**config.mk**
```make
export PLATFORM = sky130hd
export DESIGN_NAME = pixel_readout
export DESIGN_NICKNAME = d
export VERILOG_FILES = /design/src/rtl/pixel_readout_pkg.sv /design/src/rtl/readout_row_buffer.sv /design/src/rtl/pixel_readout.sv
export SDC_FILE = /design/constraint.sdc
export NUM_CORES = 1
export LEC_CHECK = 0
export BUFFER_PORTS_ARGS = -buffer_cell sky130_fd_sc_hd__buf_2
export CAP_MARGIN = 20
export CORE_MARGIN = 3
export CORE_UTILIZATION = 45
export DETAILED_ROUTE_END_ITERATION = 12
export PLACE_DENSITY = 0.7
export SLEW_MARGIN = 0
export SYNTH_ARGS = -nofsm -noshare
export SYNTH_HDL_FRONTEND = slang
export SYNTH_SLANG_ARGS = --single-unit
export TNS_END_PERCENT = 100
```
**constraint.sdc**
```tcl
create_clock -name CLK -period 3.1 [get_ports CLK]
set_input_delay 0.62 -clock CLK [delete_from_list [all_inputs] [get_ports CLK]]
set_output_delay 0.62 -clock CLK [all_outputs]
set_load 0.05 [all_outputs]
```
**src/rtl/pixel_readout_pkg.sv**
```systemverilog
// pixel_readout_pkg: shared state encoding and default geometry for the pixel readout controller.
package pixel_readout_pkg;
  typedef enum logic [1:0] {S_IDLE, S_SETTLE, S_STREAM, S_DONE} state_e;
  localparam int DEF_ROWS   = 4;
  localparam int DEF_COLS   = 4;
  localparam int DEF_DW     = 8;
  localparam int DEF_SETTLE = 2;
  localparam int SETTLE_W   = 4;
endpackage

```
**src/rtl/readout_row_buffer.sv**
```systemverilog
// readout_row_buffer: captures one full row from the column buses and selects the current pixel.
module readout_row_buffer
  import pixel_readout_pkg::*;
#(
  parameter int COLS = DEF_COLS,
  parameter int DW   = DEF_DW
) (
  input  logic                     CLK,
  input  logic                     RESET_N,
  input  logic                     load_i,
  input  logic [COLS*DW-1:0]       data_i,
  input  logic [$clog2(COLS)-1:0]  col_i,
  output logic [DW-1:0]            data_o
);
  logic [COLS*DW-1:0] buf_q;
  always_ff @(posedge CLK or negedge RESET_N)
    if (!RESET_N) buf_q <= '0;
    else if (load_i) buf_q <= data_i;
  assign data_o = buf_q[col_i*DW +: DW];
endmodule

```
**src/rtl/pixel_readout.sv**
```systemverilog
// pixel_readout: row-sequential readout of the pixel array, one row select at a time,
// latching each settled row and streaming its pixels over a valid/ready handshake.
module pixel_readout
  import pixel_readout_pkg::*;
#(
  parameter int ROWS   = DEF_ROWS,
  parameter int COLS   = DEF_COLS,
  parameter int DW     = DEF_DW,
  parameter int SETTLE = DEF_SETTLE
) (
  input  logic                     CLK,
  input  logic                     RESET_N,
  input  logic                     START,
  input  logic                     ABORT,
  input  logic [COLS*DW-1:0]       DATA_IN,
  output logic [ROWS-1:0]          READ,
  output logic                     BUSY,
  output logic [DW-1:0]            PIX_DATA,
  output logic [$clog2(ROWS)-1:0]  PIX_ROW,
  output logic [$clog2(COLS)-1:0]  PIX_COL,
  output logic                     PIX_LAST,
  output logic                     PIX_VALID,
  input  logic                     PIX_READY,
  output logic                     FRAME_DONE
);
  localparam int RW = $clog2(ROWS);
  localparam int CW = $clog2(COLS);
  state_e            state_q, state_d;
  logic [RW-1:0]     row_q, row_d;
  logic [CW-1:0]     col_q, col_d;
  logic [SETTLE_W-1:0] cnt_q, cnt_d;
  logic              load;
  always_ff @(posedge CLK or negedge RESET_N)
    if (!RESET_N) begin
      state_q <= S_IDLE;
      row_q   <= '0;
      col_q   <= '0;
      cnt_q   <= '0;
    end else begin
      state_q <= state_d;
      row_q   <= row_d;
      col_q   <= col_d;
      cnt_q   <= cnt_d;
    end
  always_comb begin
    state_d = state_q;
    row_d   = row_q;
    col_d   = col_q;
    cnt_d   = cnt_q;
    load    = 1'b0;
    if (state_q != S_IDLE && ABORT) begin
      state_d = S_IDLE;
      row_d   = '0;
      col_d   = '0;
      cnt_d   = '0;
    end else begin
      case (state_q)
        S_IDLE: if (START) begin
          state_d = S_SETTLE;
          row_d   = '0;
          col_d   = '0;
          cnt_d   = '0;
        end
        S_SETTLE: if (cnt_q == SETTLE_W'(SETTLE - 1)) begin
          load    = 1'b1;
          state_d = S_STREAM;
          col_d   = '0;
          cnt_d   = '0;
        end else cnt_d = cnt_q + 1'b1;
        S_STREAM: if (PIX_READY) begin
          if (col_q != CW'(COLS - 1)) col_d = col_q + 1'b1;
          else if (row_q != RW'(ROWS - 1)) begin
            row_d   = row_q + 1'b1;
            state_d = S_SETTLE;
          end else state_d = S_DONE;
        end
        default: state_d = S_IDLE;
      endcase
    end
  end
  // Outputs decode directly from registered state so an async reset releases the bus at once.
  assign READ       = (state_q == S_SETTLE) ? ROWS'(1) << row_q : '0;
  assign BUSY       = state_q != S_IDLE;
  assign PIX_VALID  = state_q == S_STREAM;
  assign PIX_ROW    = row_q;
  assign PIX_COL    = col_q;
  assign PIX_LAST   = PIX_VALID && row_q == RW'(ROWS - 1) && col_q == CW'(COLS - 1);
  assign FRAME_DONE = state_q == S_DONE;
  readout_row_buffer #(.COLS(COLS), .DW(DW)) u_buf (
    .CLK     (CLK),
    .RESET_N (RESET_N),
    .load_i  (load),
    .data_i  (DATA_IN),
    .col_i   (col_q),
    .data_o  (PIX_DATA)
  );
endmodule
```
==> flow_metrics.env <==
export IMPL_final_antenna_net_count=0
export IMPL_initial_core_util=0.472
export IMPL_root_buffer="clkbuf_8"
export IMPL_maxSlewViolCount=0
export IMPL_ctsLongestPathBuffers=2
export IMPL_path_clk_slew_ps=80
export IMPL_overflow=0
export IMPL_clock_sinks=42
export IMPL_die_h_microns=74.3
export IMPL_grt_pass1_vias=1316
export IMPL_final_cells=263
export IMPL_hold_viol_final=0
export IMPL_port_buffers=56
export IMPL_setup_viol=0
export IMPL_drt_pass1_iterations=4
export IMPL_p_leak_nw=1.23
export IMPL_place_congestion=0.816
export IMPL_cts_hold_buf=0
export IMPL_fmax_mhz=405
export IMPL_async_flop_share=1.00
export IMPL_final_common_cell="buf_2"
export IMPL_diodes=0
export IMPL_cp_startpoint="PIX_COL[0]"
export IMPL_cts_buffers=5
export IMPL_synthAdderAreaFrac=0.0417
export IMPL_grt_max_degree=43
export IMPL_rows=24
export IMPL_endpoint_kind="primary output"
export IMPL_grtUsageMet1=0.173
export IMPL_numPlacedInstances=255
export IMPL_drv_cap=0
export IMPL_synth_top_family_by_area="multiplexers"
export IMPL_syn_inst=155
export IMPL_required_ps=2480
export IMPL_drc=0
export IMPL_globalRouteTotalUtil=0.141
export IMPL_setup_slack_ps=628
export IMPL_wl_per_cell_microns=14.1
export IMPL_grt_pass1_wl_microns=5870
export IMPL_cp_arrival_ps=1850
export IMPL_nNetsFinal=254
export IMPL_outcome="completed"
export IMPL_cts_max_level=2
export IMPL_cts_resized=0
export IMPL_die_w_microns=74.3
export IMPL_post_cts_buffers=0
export IMPL_min_period_ps=2470
export IMPL_synth_edf_count=0
export IMPL_seq_area_frac_synth=0.501
export IMPL_clk_latency_ps=290
export IMPL_dp_slack_ps=908
export IMPL_ys_top_cells_by_area="dfrtp_1 50%, mux2_2 16%, mux4_2 8.6%"
export IMPL_synth_xor_area_frac=0
export IMPL_antenna_found_initial=0
export IMPL_filler_cell_count=390
export IMPL_routed_via_density=5.20
export IMPL_place_area_sq_um=2380
export IMPL_crit_fanout=12
export IMPL_power_density_nw_per_um2=936
export IMPL_rsz0062_at_grt="no"
export IMPL_p_total_mw=2.32
export IMPL_synth_seq_cells=42
export IMPL_ys_warn_count=0
export IMPL_drive_above_1_share=0.507
export IMPL_synthMuxAreaShare=0.268
export IMPL_synthSimpleGateAreaFrac=0.101
export IMPL_cts_tree="built"
export IMPL_critPathLaunchType="flip-flop"
export IMPL_gr_usage_met2=0.227
export IMPL_ir_drop_mv=0.604
export IMPL_max_slew_worst_pin_slew_ps=895
export IMPL_synth_top_cell_by_area="dfrtp_1"
export IMPL_finalInstanceArea_sq_um=2480
export IMPL_crit_type="flip-flop to primary output"
export IMPL_finalCoreUtilization=0.557
export IMPL_die_area_sq_um=5520
export IMPL_ys_types=32
export IMPL_final_cell_mix="56 x buf_2, 42 x dfrtp_1, 29 x mux2_2"
export IMPL_r2r_start="PIX_COL[0]"
export IMPL_core_sq_um=4440
export IMPL_initialDrtViolationCount=64
export IMPL_vias=1368
export IMPL_top_usage_layer="met2"
export IMPL_mappedNetlistNets=199
export IMPL_syn_area_sq_um=2100
export IMPL_dp_hpwl_microns=2700
export IMPL_fin_tns_setup_ps=0
export IMPL_area_growth_pct=17.9
export IMPL_slew_headroom=0.404
export IMPL_synth_top_cell_area_share=0.501
export IMPL_synth_ff_type="dfrtp_1"
export IMPL_synth_compound_area_frac=0.0483
export IMPL_ios=57
export IMPL_finalCritPeriodShare=0.797
export IMPL_min_path_type="primary input to async pin"
export IMPL_timing_hold_ws_ps=457
export IMPL_wl_microns=3720
export IMPL_met3_usage=0.0554
export IMPL_skew_ps=6.87
export IMPL_syn_avg_cell_area_sq_um=13.5
worst paths after layout:
| kind | to | slack (ps) | depth (start not counted) |
|---|---|---|---|
| setup / recovery | PIX_DATA[1] | 630 | 2 |
| hold / removal | u_buf.buf_q[6] | 460 | 1 |
| setup reg to reg | PIX_ROW[0] | 1120 | 4 |
| hold reg to reg | u_buf.buf_q[22] | 490 | 1 |
| max in group asynchronous | cnt_q[2] | 2090 | 1 |
| min in group CLK | u_buf.buf_q[22] | 490 | 1 |
Yosys cell counts (2+ instances only):
library cell and n:
a21o_1 3, a21oi_1 3, and2_1 6, buf_2 3, buf_6 4, dfrtp_1 42, ha_1 7, inv_1 6
mux2_1 4, mux2_2 29, mux4_2 8, nand2_1 6, nand2b_1 3, nand3_1 4, nor2_1 5, nor2b_1 2
nor3b_1 2, nor3b_2 2, o21ai_0 3
routing by layer:
metal / vias to the layer above / routed length [microns]
met3: 2 / 339
met5: - / 0
met2: 52 / 1680
met4: 0 / 20
li1: 663 / -
met1: 651 / 1680
critical path, stage by stage, from the launching register on:
cell and delay (ps):
dfrtp_1 760, mux4_2 580, buf_2 220
state kept, by name, indices dropped and copies added (netlist names):
signal and cells:
cnt_q 4, PIX_COL 2, PIX_ROW 2, state_q 2
u_buf.buf_q 32
cell families (layout without fill, tap and decap cells):
kind of cell | after synthesis | after routing
DFF | 42 | 42
buffers and inverters | 14 | 70
adders and majority gates | 7 | 7
and+or+nand+nor | 36 | 36
muxes | 42 | 42
AOI/OAI and AO/OA | 14 | 14
layout make-up:
type	instances	area, sq um	area share
clock buffer	6	82.6	0.0334
tap	52	65.1	0.0263
inverter	6	22.5	0.00910
clock inverter	2	12.5	0.00505
timing repair buffer	56	280	0.113
multi-input combinational	99	962	0.389
sequential	42	1050	0.424
power breakdown:
| group | internal [mW] | total, mW | switching (mW) |
|---|---|---|---|
| Clock | 0.179 | 0.360 | 0.181 |
| Sequential | 0.779 | 0.939 | 0.160 |
| Combinational | 0.428 | 1.02 | 0.590 |
Note: power is estimated with default switching activity, not from simulation.
